===== config.mk =====
export PLATFORM = sky130hd
export DESIGN_NAME = match_req_issuer_flat
export DESIGN_NICKNAME = d
export VERILOG_FILES = /design/src/rtl/match_req_issuer_if.sv /design/src/rtl/match_req_issuer.sv /design/src/flat_wrapper.sv
export SDC_FILE = /design/constraint.sdc
export NUM_CORES = 1
export LEC_CHECK = 0
export CORE_UTILIZATION = 29
export DETAILED_ROUTE_END_ITERATION = 10
export GPL_ROUTABILITY_DRIVEN = 1
export GPL_TIMING_DRIVEN = 0
export MAX_ROUTING_LAYER = met4
export PLACE_DENSITY = 0.43
export SKIP_CTS_REPAIR_TIMING = 1
export SLEW_MARGIN = 20
export SYNTH_ARGS = -nofsm -noshare
export SYNTH_HDL_FRONTEND = slang
export SYNTH_SLANG_ARGS = --single-unit

===== constraint.sdc =====
create_clock -name clk -period 3.95 [get_ports clk]
set_clock_uncertainty 0.15 [all_clocks]
set_input_delay 0.79 -clock clk [delete_from_list [all_inputs] [get_ports clk]]
set_output_delay 0.79 -clock clk [all_outputs]
set_load 0.05 [all_outputs]

===== src/rtl/match_req_issuer_if.sv =====
// rtl/match_req_issuer_if.sv - candidate, match request/response and result channels of match_req_issuer
`ifndef ADDR_WIDTH
`define ADDR_WIDTH 16
`endif
`ifndef NUM_JOB_PE_LOG2
`define NUM_JOB_PE_LOG2 2
`endif
`ifndef MAX_MATCH_LEN_LOG2
`define MAX_MATCH_LEN_LOG2 8
`endif

interface match_req_issuer_if;
    logic                           i_cand_valid;
    logic                           o_cand_ready;
    logic [`ADDR_WIDTH-1:0]         i_cand_head_addr;
    logic [`ADDR_WIDTH-1:0]         i_cand_history_addr;
    logic                           i_cand_last;

    logic                           o_match_req_valid;
    logic                           i_match_req_ready;
    logic [`NUM_JOB_PE_LOG2-1:0]    o_match_req_job_pe_id;
    logic [7:0]                     o_match_req_tag;
    logic [`ADDR_WIDTH-1:0]         o_match_req_head_addr;
    logic [`ADDR_WIDTH-1:0]         o_match_req_history_addr;

    logic                           i_match_resp_valid;
    logic                           o_match_resp_ready;
    logic [`NUM_JOB_PE_LOG2-1:0]    i_match_resp_job_pe_id;
    logic [7:0]                     i_match_resp_tag;
    logic [`MAX_MATCH_LEN_LOG2:0]   i_match_resp_match_len;

    logic                           o_res_valid;
    logic                           i_res_ready;
    logic [`ADDR_WIDTH-1:0]         o_res_head_addr;
    logic [`MAX_MATCH_LEN_LOG2:0]   o_res_match_len;
    logic [`ADDR_WIDTH-1:0]         o_res_history_addr;

    // Issuer side
    modport master (
        input  i_cand_valid, i_cand_head_addr, i_cand_history_addr, i_cand_last,
        output o_cand_ready,
        output o_match_req_valid, o_match_req_job_pe_id, o_match_req_tag,
        output o_match_req_head_addr, o_match_req_history_addr,
        input  i_match_req_ready,
        input  i_match_resp_valid, i_match_resp_job_pe_id, i_match_resp_tag, i_match_resp_match_len,
        output o_match_resp_ready,
        output o_res_valid, o_res_head_addr, o_res_match_len, o_res_history_addr,
        input  i_res_ready
    );

    // Surrounding fabric side
    modport slave (
        output i_cand_valid, i_cand_head_addr, i_cand_history_addr, i_cand_last,
        input  o_cand_ready,
        input  o_match_req_valid, o_match_req_job_pe_id, o_match_req_tag,
        input  o_match_req_head_addr, o_match_req_history_addr,
        output i_match_req_ready,
        output i_match_resp_valid, i_match_resp_job_pe_id, i_match_resp_tag, i_match_resp_match_len,
        input  o_match_resp_ready,
        input  o_res_valid, o_res_head_addr, o_res_match_len, o_res_history_addr,
        output i_res_ready
    );
endinterface


===== src/rtl/match_req_issuer.sv =====
// rtl/match_req_issuer.sv - tags candidates, issues match requests, keeps best response per position (macro MATCH_ISSUER_TIE_NEAREST_EN)
`ifndef ADDR_WIDTH
`define ADDR_WIDTH 16
`endif
`ifndef NUM_JOB_PE_LOG2
`define NUM_JOB_PE_LOG2 2
`endif
`ifndef MAX_MATCH_LEN_LOG2
`define MAX_MATCH_LEN_LOG2 8
`endif
`ifndef LOG
`define LOG(msg)
`endif

module match_req_issuer #(
    parameter int JOB_PE_IDX = 0,
    parameter int NUM_SLOTS  = 4,
    parameter int MAX_CAND   = 4
) (
    input  logic               clk,
    input  logic               rst_n,
    match_req_issuer_if.master bus
);
    localparam int AW   = `ADDR_WIDTH;
    localparam int PW   = `NUM_JOB_PE_LOG2;
    localparam int LW   = `MAX_MATCH_LEN_LOG2 + 1;
    localparam int SW   = $clog2(NUM_SLOTS);
    localparam int CW   = $clog2(MAX_CAND);
    localparam int CNTW = CW + 1;
    localparam int NH   = NUM_SLOTS * MAX_CAND;

    localparam logic [PW-1:0]   PE_ID    = PW'(JOB_PE_IDX);
    localparam logic [CNTW-1:0] CNT_ONE  = CNTW'(1);
    localparam logic [CNTW-1:0] CNT_MAX  = CNTW'(MAX_CAND);
    localparam logic [SW-1:0]   SLOT_ONE = SW'(1);

    logic                 run;
    logic [NUM_SLOTS-1:0] occ;
    logic [NUM_SLOTS-1:0] closed;
    logic [AW-1:0]        slot_head [NUM_SLOTS];
    logic [CNTW-1:0]      issued    [NUM_SLOTS];
    logic [CNTW-1:0]      returned  [NUM_SLOTS];
    logic [LW-1:0]        best_len  [NUM_SLOTS];
    logic [AW-1:0]        best_hist [NUM_SLOTS];
    logic [AW-1:0]        cand_hist [NH];
    logic [SW-1:0]        hp;
    logic [SW-1:0]        tp;
    logic                 drop;

    logic                 req_valid;
    logic [7:0]           req_tag;
    logic [AW-1:0]        req_head;
    logic [AW-1:0]        req_hist;

    // Intake decode: a slot at tp is either free (new position), open (filling) or closed (ring full)
    logic            tp_free, tp_open, cand_ready, cand_take, issue, close_now;
    logic [CNTW-1:0] base_cnt, next_cnt;

    assign tp_free    = !occ[tp];
    assign tp_open    = occ[tp] && !closed[tp];
    assign cand_ready = run && (drop || ((!req_valid || bus.i_match_req_ready) && (tp_open || tp_free)));
    assign cand_take  = bus.i_cand_valid && cand_ready;
    assign issue      = cand_take && !drop;
    assign base_cnt   = tp_free ? '0 : issued[tp];
    assign next_cnt   = base_cnt + CNT_ONE;
    assign close_now  = bus.i_cand_last || (next_cnt == CNT_MAX);

    // Response decode: only responses addressed to a live slot of this PE are applied
    logic [SW-1:0] rs_slot;
    logic [CW-1:0] rs_idx;
    logic [AW-1:0] rs_hist;
    logic [LW-1:0] rs_len;
    logic          rs_hi_zero, resp_fire, resp_ok, resp_drop, resp_better;

    assign rs_slot    = bus.i_match_resp_tag[SW+CW-1:CW];
    assign rs_idx     = bus.i_match_resp_tag[CW-1:0];
    assign rs_hist    = cand_hist[{rs_slot, rs_idx}];
    assign rs_len     = bus.i_match_resp_match_len;
    assign rs_hi_zero = (bus.i_match_resp_tag >> (SW + CW)) == 8'd0;
    assign resp_fire  = bus.i_match_resp_valid && run;
    assign resp_ok    = resp_fire && (bus.i_match_resp_job_pe_id == PE_ID) && rs_hi_zero && occ[rs_slot];
    assign resp_drop  = resp_fire && !resp_ok;

`ifdef MATCH_ISSUER_TIE_NEAREST_EN
    // Equal lengths prefer the larger history address (nearest offset); zero length never carries an address
    assign resp_better = (rs_len > best_len[rs_slot]) ||
                         ((rs_len == best_len[rs_slot]) && (rs_len != '0) && (rs_hist > best_hist[rs_slot]));
`else
    assign resp_better = rs_len > best_len[rs_slot];
`endif

    // Retire the oldest position once every issued candidate has answered
    logic res_valid, retire;
    assign res_valid = occ[hp] && closed[hp] && (returned[hp] == issued[hp]);
    assign retire    = res_valid && bus.i_res_ready;

    // Slot ring, request register and drop-mode state
    always_ff @(posedge clk or negedge rst_n) begin
        if (!rst_n) begin
            run       <= 1'b0;
            occ       <= '0;
            closed    <= '0;
            hp        <= '0;
            tp        <= '0;
            drop      <= 1'b0;
            req_valid <= 1'b0;
            req_tag   <= '0;
            req_head  <= '0;
            req_hist  <= '0;
            for (int i = 0; i < NUM_SLOTS; i++) begin
                slot_head[i] <= '0;
                issued[i]    <= '0;
                returned[i]  <= '0;
                best_len[i]  <= '0;
                best_hist[i] <= '0;
            end
            for (int i = 0; i < NH; i++) begin
                cand_hist[i] <= '0;
            end
        end else begin
            run <= 1'b1;

            if (issue) begin
                req_valid <= 1'b1;
                req_tag   <= 8'({tp, base_cnt[CW-1:0]});
                req_head  <= tp_free ? bus.i_cand_head_addr : slot_head[tp];
                req_hist  <= bus.i_cand_history_addr;
            end else if (bus.i_match_req_ready) begin
                req_valid <= 1'b0;
            end

            if (cand_take) begin
                if (drop) begin
                    if (bus.i_cand_last) begin
                        drop <= 1'b0;
                    end
                end else begin
                    if (tp_free) begin
                        occ[tp]       <= 1'b1;
                        slot_head[tp] <= bus.i_cand_head_addr;
                        returned[tp]  <= '0;
                        best_len[tp]  <= '0;
                        best_hist[tp] <= '0;
                    end
                    issued[tp] <= next_cnt;
                    cand_hist[{tp, base_cnt[CW-1:0]}] <= bus.i_cand_history_addr;
                    if (close_now) begin
                        closed[tp] <= 1'b1;
                        tp         <= tp + SLOT_ONE;
                    end
                    if ((next_cnt == CNT_MAX) && !bus.i_cand_last) begin
                        drop <= 1'b1;
                    end
                end
            end

            if (resp_ok) begin
                returned[rs_slot] <= returned[rs_slot] + CNT_ONE;
                if (resp_better) begin
                    best_len[rs_slot]  <= rs_len;
                    best_hist[rs_slot] <= rs_hist;
                end
            end
            if (resp_drop) begin
                `LOG("match response dropped: foreign id, bad tag or free slot")
            end

            if (retire) begin
                occ[hp]    <= 1'b0;
                closed[hp] <= 1'b0;
                hp         <= hp + SLOT_ONE;
            end
        end
    end

    assign bus.o_cand_ready             = cand_ready;
    assign bus.o_match_req_valid        = req_valid;
    assign bus.o_match_req_job_pe_id    = PE_ID;
    assign bus.o_match_req_tag          = req_tag;
    assign bus.o_match_req_head_addr    = req_head;
    assign bus.o_match_req_history_addr = req_hist;
    assign bus.o_match_resp_ready       = run;
    assign bus.o_res_valid              = res_valid;
    assign bus.o_res_head_addr          = slot_head[hp];
    assign bus.o_res_match_len          = best_len[hp];
    assign bus.o_res_history_addr       = best_hist[hp];
endmodule


===== src/flat_wrapper.sv =====
// flat-port wrapper written by rule: the top's interface ports become plain ports
module match_req_issuer_flat 
#(
    parameter int JOB_PE_IDX = 0,
    parameter int NUM_SLOTS  = 4,
    parameter int MAX_CAND   = 4
)
  (clk, rst_n, bus_i_cand_valid, bus_i_cand_head_addr, bus_i_cand_history_addr, bus_i_cand_last, bus_o_cand_ready, bus_o_match_req_valid, bus_o_match_req_job_pe_id, bus_o_match_req_tag, bus_o_match_req_head_addr, bus_o_match_req_history_addr, bus_i_match_req_ready, bus_i_match_resp_valid, bus_i_match_resp_job_pe_id, bus_i_match_resp_tag, bus_i_match_resp_match_len, bus_o_match_resp_ready, bus_o_res_valid, bus_o_res_head_addr, bus_o_res_match_len, bus_o_res_history_addr, bus_i_res_ready);
  match_req_issuer_if bus_i ();
  input  logic clk;
  input  logic rst_n;
  input wire logic [$bits(bus_i.i_cand_valid)-1:0] bus_i_cand_valid;
  input wire logic [$bits(bus_i.i_cand_head_addr)-1:0] bus_i_cand_head_addr;
  input wire logic [$bits(bus_i.i_cand_history_addr)-1:0] bus_i_cand_history_addr;
  input wire logic [$bits(bus_i.i_cand_last)-1:0] bus_i_cand_last;
  output wire logic [$bits(bus_i.o_cand_ready)-1:0] bus_o_cand_ready;
  output wire logic [$bits(bus_i.o_match_req_valid)-1:0] bus_o_match_req_valid;
  output wire logic [$bits(bus_i.o_match_req_job_pe_id)-1:0] bus_o_match_req_job_pe_id;
  output wire logic [$bits(bus_i.o_match_req_tag)-1:0] bus_o_match_req_tag;
  output wire logic [$bits(bus_i.o_match_req_head_addr)-1:0] bus_o_match_req_head_addr;
  output wire logic [$bits(bus_i.o_match_req_history_addr)-1:0] bus_o_match_req_history_addr;
  input wire logic [$bits(bus_i.i_match_req_ready)-1:0] bus_i_match_req_ready;
  input wire logic [$bits(bus_i.i_match_resp_valid)-1:0] bus_i_match_resp_valid;
  input wire logic [$bits(bus_i.i_match_resp_job_pe_id)-1:0] bus_i_match_resp_job_pe_id;
  input wire logic [$bits(bus_i.i_match_resp_tag)-1:0] bus_i_match_resp_tag;
  input wire logic [$bits(bus_i.i_match_resp_match_len)-1:0] bus_i_match_resp_match_len;
  output wire logic [$bits(bus_i.o_match_resp_ready)-1:0] bus_o_match_resp_ready;
  output wire logic [$bits(bus_i.o_res_valid)-1:0] bus_o_res_valid;
  output wire logic [$bits(bus_i.o_res_head_addr)-1:0] bus_o_res_head_addr;
  output wire logic [$bits(bus_i.o_res_match_len)-1:0] bus_o_res_match_len;
  output wire logic [$bits(bus_i.o_res_history_addr)-1:0] bus_o_res_history_addr;
  input wire logic [$bits(bus_i.i_res_ready)-1:0] bus_i_res_ready;
  assign bus_i.i_cand_valid = bus_i_cand_valid;
  assign bus_i.i_cand_head_addr = bus_i_cand_head_addr;
  assign bus_i.i_cand_history_addr = bus_i_cand_history_addr;
  assign bus_i.i_cand_last = bus_i_cand_last;
  assign bus_o_cand_ready = bus_i.o_cand_ready;
  assign bus_o_match_req_valid = bus_i.o_match_req_valid;
  assign bus_o_match_req_job_pe_id = bus_i.o_match_req_job_pe_id;
  assign bus_o_match_req_tag = bus_i.o_match_req_tag;
  assign bus_o_match_req_head_addr = bus_i.o_match_req_head_addr;
  assign bus_o_match_req_history_addr = bus_i.o_match_req_history_addr;
  assign bus_i.i_match_req_ready = bus_i_match_req_ready;
  assign bus_i.i_match_resp_valid = bus_i_match_resp_valid;
  assign bus_i.i_match_resp_job_pe_id = bus_i_match_resp_job_pe_id;
  assign bus_i.i_match_resp_tag = bus_i_match_resp_tag;
  assign bus_i.i_match_resp_match_len = bus_i_match_resp_match_len;
  assign bus_o_match_resp_ready = bus_i.o_match_resp_ready;
  assign bus_o_res_valid = bus_i.o_res_valid;
  assign bus_o_res_head_addr = bus_i.o_res_head_addr;
  assign bus_o_res_match_len = bus_i.o_res_match_len;
  assign bus_o_res_history_addr = bus_i.o_res_history_addr;
  assign bus_i.i_res_ready = bus_i_res_ready;
  match_req_issuer #(.JOB_PE_IDX(JOB_PE_IDX), .NUM_SLOTS(NUM_SLOTS), .MAX_CAND(MAX_CAND)) u_core (.clk(clk), .rst_n(rst_n), .bus(bus_i));
endmodule

==> impl_results.md <==
- Commonest non-fill, non-tap cell in the layout: dfrtp_1
- Initial antenna violation count: 2
- Crit path max fanout: 10
- Syn Std Cell Area: 23,500 um^2
- Share of cells above drive strength 1: approximately 31%
- Slowest stage cell, crit path: clkdlybuf4s50_1
- Critical Setup Path Class: in -> reg
- Count of pins over their slew limit: 0
- Rows: about 100
- Core Area: between 70,000 and 80,000 um^2
- Via/cell ratio: slightly below 5
- CP endpoint: u_core.best_hist[37]$_DFF_PN0_
- Final core utilization: roughly 36%
- Num CTS Buffers: between 50 and 60
- Final hold vios: 0
- Tmin final: roughly 3.8 ns
- Period utilization: a little over nine tenths
- Crit path top cell by count: buf_4
- First-pass GRT wire length: around 110 mm
- EDFF count, synth: 0
- Placed wire-length estimate: ~50 mm
- Critical path arrival: 4.21 ns
- Gate power share: roughly 34%
- Slew @ Worst Pin: between 1 and 1.5 ns
- Worst Path Buf+Inv: 7
- Global route overflow: 0
- Die ar.: around 82,000 um^2
- Share of power burned in the clock network: 28.1%
- Register area share after synthesis: approximately 53%
- Setup violations, final: 0
- Pwr/cell area: ~700 nW/um^2
- Drt drc: 0
- GRT Total Usage: 18.0%
- Switching Power: ~6.7 mW
- Routability cong.: between 0.8 and 0.9
- Pint: around 13 mW
- CTS max path bufs: 3
- H-tree levels: 2
- Yosys reg bits: between 400 and 500
- Setup crit start kind: input pin
- Most frequent cells in the layout: dfrtp_1, mux2_2, nand2_1
- Worst slew margin: between 20% and 30%
- Worst EP required: ~4.3 ns
- Fill count: 7,659
- Reg-to-reg endpoint: u_core.cand_hist[166]$_DFFE_PN0P_
- Largest net degree at the start of global routing: 97
- Pre-antenna DRT Iters: 4
- Syn avg cell area: 13.7 um^2
- Reg2Reg Depth: 8
- Synth async-reset ratio: 100%
- CTS Root Cell: clkbuf_16
- Wirelength per Cell: between 20 and 25 um
- Sw Share: approximately a third
- Reg clk slew, reported paths: ~0.060 ns
- Die H: about 290 um
- Outcome: finished, final reports clean
- Max Freq: approximately 0.26 GHz
- LEAKAGE: 13.3 nW
- Worst R2R Start: u_core.tp[1]$_DFFE_PN0P_
- Worst VDD drop: between 0.4 and 0.5 mV
- CP Launch Point: bus_i_match_resp_tag[3]
- Top Family by Delay on Critical Path: buffers and inverters
- Clock sink count: approximately 500
- Die width: 286 um
- DR iter-0 viols: 786
- CP Cell Sequence: clkdlybuf4s50_1 > buf_6 > buf_4 > clkbuf_2 > mux4_2 > inv_1 > ha_1 > nor2_1 > o31ai_2 > o211ai_1 > buf_4 > nor2_4 > clkbuf_4 > mux2i_1
- Min Hold Slack: 0.326 ns
- Final nets: 2,011
- Routed Antenna Nets: 0
- Inserted Diodes: 0
- Worst hold path type: reg -> reg
- Unique masters post-synth: 54
- Setup TNS: 0 ns
- Port Buffer Count: between 100 and 150
- Hold Crit Depth: 2
- Final wirelength: 71.1 mm
- Vias in the first global route: between 15,000 and 20,000
- Initial Util: a little under 30%
- I/O pin cnt: roughly 150
- CP peak stage delay: 0.54 ns
- Synthesized instance count: 1,716
- Seq pwr share: a little under two fifths
- Critical path depth in cells: 14
- Endpoint kind of the worst setup timing path: register
- TritonCTS clock tree: yes
- Synthesis-to-layout area growth: 22.2%
- Clock Latency Late Sink: 0.64 ns
- MaxCap Viol Count: 0
- R2R Setup Slk: 0.33 ns
- Ys flop type: dfrtp_1
- Via count: 15,027
- Synth warn: 0
## flip-flops by register name (all words and copies together), names as in the netlist, 4 cells and up
register,flops
u_core.bus.o_match_req_history_addr,16
u_core.bus.o_match_req_tag,4
u_core.best_len,36
u_core.best_hist,64
u_core.bus.o_match_req_head_addr,16
u_core.closed,4
u_core.occ,4
u_core.issued,12
u_core.returned,12
u_core.slot_head,64
u_core.cand_hist,256
## metrics by stage
stage / worst slack (ns) / area (um^2) / total power, mW / instances
finish: 0.114 / 28700 / 19.7 / 3021
global route: -0.00437 / 28700 / 20.8 / 3021
CTS: -2.47 / 28300 / 20.0 / 3014
detailed placement: -3.10 / 26300 / 14.3 / 2913
global placement: -20.87 / 26200 / 14.2 / 2907
floorplan: 0.0376 / 23500 / 12.1 / 1721
## synthesized netlist by cell type (all sizes together), types with 3 or more instances
master | count | area share, %
o211ai | 3 | 0.096
a31o | 5 | 0.19
nor2 | 45 | 0.72
inv | 29 | 0.46
a32oi | 5 | 0.19
nand3 | 39 | 0.83
a22o | 25 | 0.93
mux2 | 321 | 15
nor2b | 11 | 0.29
buf | 50 | 1.0
a211oi | 6 | 0.19
nor3 | 9 | 0.19
dfrtp | 495 | 53
xor2 | 12 | 0.45
o21ai | 52 | 1.1
nand2 | 190 | 3.2
nand2b | 6 | 0.16
ha | 23 | 1.2
and2 | 6 | 0.16
a21oi | 30 | 0.64
a2111oi | 3 | 0.19
mux4 | 131 | 13
a31oi | 8 | 0.21
clkbuf | 74 | 1.2
mux2i | 107 | 4.6
## worst reg2reg max path, stage by stage, from the launching register on
cell	delay, ns
dfrtp_1	0.47
clkbuf_1	0.70
mux4_2	0.41
nand2_1	0.21
inv_1	0.15
ha_1	0.34
nand2_2	0.24
buf_2	0.43
mux2_2	0.40
## routing by layer
layer | global-route usage (%) | wire [um] | up-vias
li1 | - | - | 6695
met1 | 23.7 | 32500 | 7983
met2 | 28.9 | 34300 | 256
met3 | 2.86 | 2660 | 93
met4 | 4.71 | 1560 | 0
met5 | - | 0 | -
## how the worst min path moves through the flow
stage,slack [ns],end,from
after detailed placement,0.31,u_core.bus.o_match_req_history_addr[14]$_DFFE_PN0P_,u_core.bus.o_match_req_history_addr[14]$_DFFE_PN0P_
after global routing,0.34,u_core.bus.o_match_req_history_addr[5]$_DFFE_PN0P_,u_core.bus.o_match_req_history_addr[5]$_DFFE_PN0P_
after floorplan,0.31,u_core.cand_hist[149]$_DFFE_PN0P_,u_core.cand_hist[149]$_DFFE_PN0P_
after global placement,0.31,u_core.bus.o_match_req_history_addr[6]$_DFFE_PN0P_,u_core.bus.o_match_req_history_addr[6]$_DFFE_PN0P_
final,0.33,u_core.bus.o_match_req_history_addr[6]$_DFFE_PN0P_,u_core.bus.o_match_req_history_addr[6]$_DFFE_PN0P_
after CTS,-0.12,u_core.slot_head[37]$_DFFE_PN0P_,rst_n
## layout make-up
cell class | instances | area [um^2] | share of cell area [%]
buffer | 122 | 633 | 2.21
inverter | 29 | 109 | 0.380
tap | 1050 | 1310 | 4.58
clock inverter | 16 | 278 | 0.969
multi-input combinational | 1073 | 10500 | 36.8
timing repair buffer | 151 | 1710 | 5.97
sequential | 495 | 12400 | 43.2
clock buffer | 85 | 1690 | 5.91
## cells by family (layout without fill, tap and decap cells)
family | Yosys count | after routing | synth area share (%)
multiplexers | 559 | 559 | 32.5
adder cells (fa/ha/maj) | 23 | 23 | 1.23
AO/OA/AOI/OAI | 152 | 152 | 4.29
other | 2 | 7 | 0.0320
flip-flops | 495 | 495 | 52.8
AND/OR/NAND/NOR | 318 | 318 | 5.92
XOR/XNOR | 14 | 14 | 0.523
buffers and inverters | 153 | 403 | 2.67
## power by group through the flow
stage / Clock (mW) / Sequential [mW] / Combinational, mW
global route: 5.95 / 7.78 / 7.10
floorplan: 0 / 7.97 / 4.08
finish: 5.55 / 7.58 / 6.60
global placement: 0 / 7.62 / 6.57
CTS: 5.74 / 7.57 / 6.69
detailed placement: 0 / 7.65 / 6.66
Power figures use the tool's default switching activity.
==> RTL change 1 (config.mk and constraints unchanged) <==
The option `MATCH_ISSUER_TIE_NEAREST_EN` is turned on by a define.
--- a/src/rtl/match_req_issuer.sv
+++ b/src/rtl/match_req_issuer.sv
@@ -1,2 +1,4 @@
 // rtl/match_req_issuer.sv - tags candidates, issues match requests, keeps best response per position (macro MATCH_ISSUER_TIE_NEAREST_EN)
+`define MATCH_ISSUER_TIE_NEAREST_EN
+
 `ifndef ADDR_WIDTH
Function: no difference found for any inputs over 4 cycles, from zero or initial values and one cycle with rst_n low; that may be too few to reach the edited logic, so the function may still have changed.
==> RTL change 1 against the unedited design <==
- the flow now finishes with violations (setup timing)
- synthesized cell count is 8.3% higher
- setup slack got worse by 0.12 ns
- routed wire length is 6.3% higher
- final area grew 9.8%
- synthesized area grew 5.8%
- sequential cell count unchanged
- total power grew 8.3%
- sequential share of layout area fell by 3.8 points
- combinational power grew 20%
- largest cell class unchanged
- largest power group is now combinational cells
==> RTL change 1: results (changes against the unedited design) <==
cp-startpoint: "bus_i_match_resp_tag[0]"  # was bus_i_match_resp_tag[3]
synth.area.mux_share_pct: 31.5  # was 32.5%
worstPathArrival_ns: 4.30  # was 4.21 ns
critical-path-top-delay-family: "multiplexers"  # was buffers and inverters
synth_common_cells: "dfrtp_1, nand2_1, mux2_2, mux4_2, mux2_4"  # was dfrtp_1, mux2_2, nand2_1, mux4_2, mux2i_1
wl_met1_um: 34400  # was 32500 um
synthTopCellsByArea: "dfrtp_1, mux4_2, mux2_2"  # was dfrtp_1, mux2_2, mux4_2
ff2ff_path_depth: 14  # was 8
dp.cells: 3138  # was 2913
rr_startpoint: "u_core.cand_hist[193]"  # was u_core.tp[1]
synth_cells: 1859  # was 1716
setup_viol: 3  # was 0
gp_congestion: 0.802  # was 0.801
ys_seq_area_share_pct: 49.9  # was 52.8%
synth_fa_ha_area_share_pct: 1.97  # was 1.23%
grt_max_degree: 94  # was 97
nNetsFinal: 2211  # was 2011
cts-buffers-inserted: 60  # was 58
firstDrtPassIters: 5  # was 4
finalSetupTns_ns: -0.00515  # was 0 ns
grt_pass1_wl_um: 112000  # was 107000 um
r2r_slack_ns: 0.22  # was 0.33 ns
antenna_found_initial: 0  # was 2
drt_iter0_drc: 926  # was 786
status: "complete, but fails checks"  # was complete, no violations
critPathMaxFanout: 7  # was 10
leakage_uw: 0.0151  # was 0.0133 uW
portBuffers: 135  # was 136
drive_gt1_share_pct: 37.9  # was 31.0%
failed_checks: "setup timing"
worst_slack_ns: -0.00370  # was 0.114 ns
dpl.hpwl_um: 51800  # was 50000 um
grt_pass1_vias: 17000  # was 16.2k
n_fill_cell: 8093  # was 7659
grt.total_usage_pct: 17.8  # was 18.0%
p_int_uw: 13900  # was 13000 uW
r2r-end: "u_core.best_len[7]"  # was u_core.cand_hist[166]
synth-xor-area-share_pct: 0.529  # was 0.523%
post_drt_wl_per_cell_um: 22.9  # was 23.5 um
max-slew-margin-rel_pct: 41.4  # was 28.4%
drt_wl_total_um: 75500  # was 71100 um
route.met2.wl_um: 37000  # was 34300 um
[RTL change 1: per-layer routing]
layer,track usage [%],vias to the layer above
li1,-,7226
met1,23.7,8497
met2,29.0,366
met3,2.56,91
met4,3.73,0
met5,-,-
[RTL change 1: per-stage QoR]
| step | hold WS [ns] | power [uW] | area (um^2) | utilization (%) | worst slack, ns |
|---|---|---|---|---|---|
| 6_report | 0.342 | 21400 | 31500 | 37.4 | -0.00370 |
| 5_1_grt | 0.363 | 22500 | 31500 | 37.4 | -0.0488 |
| 4_1_cts | -0.0620 | 21400 | 30200 | 35.8 | -1.06 |
| 3_5_place_dp | 0.331 | 15300 | 28100 | 33.3 | -1.71 |
| 3_3_place_gp | 0.322 | 15100 | 27900 | 33.1 | -21.04 |
| 2_1_floorplan | 0.305 | 12800 | 25100 | - | -0.0543 |
[RTL change 1: power groups by stage]
stage / registers (uW) / logic (uW) / clock network, uW
finish: 7420 / 7950 / 5980
global route: 7610 / 8530 / 6360
CTS: 7410 / 7810 / 6150
detailed placement: 7480 / 7790 / 0
global placement: 7450 / 7700 / 0
floorplan: 7860 / 4960 / 0
[RTL change 1: final cells by class]
cell class	instances	area share, %
sequential	495	39.4
multi-input combinational	1172	38.2
timing repair buffer	189	6.72
clock buffer	85	5.52
tap	1134	4.51
buffer	139	3.77
clock inverter	26	1.25
inverter	57	0.680
antenna	1	0.00795
[RTL change 1: kinds of logic after synthesis]
logic type	after synthesis
adder cells (fa/ha/maj)	39
multiplexers	508
flip-flops	495
AO/OA/AOI/OAI	167
XOR/XNOR	15
AND/OR/NAND/NOR	436
buffers and inverters	197
other	2
[RTL change 1: worst min path at each step]
stage                               from                    to  slack (ns)  cells after the start
detailed placement  u_core.slot_head[27]  u_core.slot_head[27]        0.33                      2
global route         u_core.cand_hist[7]   u_core.cand_hist[7]        0.36                      1
finish              u_core.slot_head[27]  u_core.slot_head[27]        0.34                      2
global placement    u_core.slot_head[50]  u_core.slot_head[50]        0.32                      2
floorplan           u_core.slot_head[16]  u_core.slot_head[16]        0.31                      2
CTS                                rst_n   u_core.best_len[16]       -0.06                      1
[RTL change 1: tightest hold or removal path: stages (launching register included)]
cell and delay (ns):
dfrtp_1 0.35, nand2_1 0.05, nand2_1 0.06
==> RTL change 2 (same flow settings) <==
Without the edit above. `MAX_CAND` is set to 4 in 2 places; all go to 8.
--- a/src/rtl/match_req_issuer.sv
+++ b/src/rtl/match_req_issuer.sv
@@ -17,3 +17,3 @@
     parameter int NUM_SLOTS  = 4,
-    parameter int MAX_CAND   = 4
+    parameter int MAX_CAND   = 8
 ) (
--- a/src/flat_wrapper.sv
+++ b/src/flat_wrapper.sv
@@ -5,3 +5,3 @@
     parameter int NUM_SLOTS  = 4,
-    parameter int MAX_CAND   = 4
+    parameter int MAX_CAND   = 8
 )
Behaviour: not the same (a bounded check fails within 4 cycles, from zero or initial values and one cycle with rst_n low).
==> RTL change 2 against the unedited design <==
- combinational power rose by 23%
- sequential share of layout area is 1.9 points higher
- synthesized area is 49% higher
- sequential cell count up 265
- setup slack lost 0.17 ns
- register-to-register slack got worse by 0.13 ns
- highest routed layer unchanged
- total power grew 38%
- routed wire length rose by 55%
- the flow now finishes with violations (setup timing)
- via count rose by 43%
- count of clock-buffer cells in the layout rose by 50
- die area rose by 49%
- final area rose by 47%
- critical endpoint is now bus_o_res_history_addr[10]
==> RTL change 2: results (changes against the unedited design) <==
switching_share_pct: 32.5  # was 33.9%
status: "complete, but fails checks"  # was complete, no violations
hp-start: "u_core.bus.o_match_req_tag[2]"  # was u_core.bus.o_match_req_history_addr[6]
ys_types: 46  # was 54
nNetsFinal: 2647  # was 2011
dpl.hpwl_um: 79000  # was 50000 um
synth_common_cells: "dfrtp_1, mux2_2, mux4_2, clkbuf_1, o21ai_0"  # was dfrtp_1, mux2_2, nand2_1, mux4_2, mux2i_1
worstPathArrival_ns: 3.07  # was 4.21 ns
setup_viol: 5  # was 0
drive_gt1_share_pct: 41.1  # was 31.0%
hold_path_depth: 1  # was 2
worst_slack_ns: -0.0566  # was 0.114 ns
failed_checks: "setup timing"
synth_fa_ha_area_share_pct: 0.822  # was 1.23%
firstDrtPassIters: 7  # was 4
finalSetupTns_ns: -0.112  # was 0 ns
post_drt_wl_per_cell_um: 25.9  # was 23.5 um
cts-buffers-inserted: 91  # was 58
grt_max_degree: 105  # was 97
worst_hold_slack_ns: 0.334  # was 0.326 ns
met1_usage_pct: 24.1  # was 23.7%
h-tree-depth: 3  # was 2
grt_pass1_vias: 23400  # was 16.2k
whs_endpoint: "u_core.bus.o_match_req_tag[2]"  # was u_core.bus.o_match_req_history_addr[6]
reg_top3: "u_core.cand_hist (512), u_core.best_hist (64), u_core.slot_head (64)"  # was u_core.cand_hist (256), u_core.best_hist (64), u_core.slot_head (64)
-- RTL change 2: final cells by class --
class | instances | area, um^2 | area share (%)
well taps | 1612 | 2020 | 4.78
inverters | 27 | 105 | 0.249
diodes | 1 | 2.50 | 0.00593
flip-flops and latches | 760 | 19000 | 45.1
plain buffers | 195 | 947 | 2.24
clock inverters | 33 | 417 | 0.987
clock buffers | 135 | 2700 | 6.39
repair buffers | 146 | 1700 | 4.03
multi-input cells | 1345 | 15300 | 36.2
-- RTL change 2: how the worst max path moves through the flow --
| stage | from | endpoint | cells after the start |
|---|---|---|---|
| floorplan | bus_i_match_resp_tag[3] | u_core.best_hist[54] | 14 |
| global placement | rst_n | u_core.cand_hist[264] | 1 |
| detailed placement | u_core.tp[0] | u_core.cand_hist[395] | 11 |
| CTS | u_core.tp[0] | u_core.cand_hist[395] | 11 |
| global route | u_core.hp[0] | bus_o_res_history_addr[10] | 4 |
| finish | u_core.hp[0] | bus_o_res_history_addr[10] | 4 |
-- RTL change 2: power groups by stage --
stage	clock network [uW]	logic (uW)	registers, uW
after floorplan	0	4770	10900
after global placement	0	7910	10500
after detailed placement	0	8050	10600
after CTS	8940	8070	10400
after global routing	9260	8630	10600
final	8670	8090	10400
-- RTL change 2: worst register-to-register path: cells and delay by family, from the launching register on --
family / cells / cell delay (ns)
buffers and inverters: 6 / 1.83
AND/OR/NAND/NOR: 2 / 0.52
adder cells (fa/ha/maj): 1 / 0.19
multiplexers: 1 / 0.40
flip-flops: 1 / 0.53
-- RTL change 2: cell families after synthesis --
family | Yosys count
AOI/OAI and AO/OA | 163
xor gates and xnor gates | 23
adders and majority gates | 23
buffers and inverters | 228
DFF | 760
muxes | 885
other | 2
and+or+nand+nor | 245
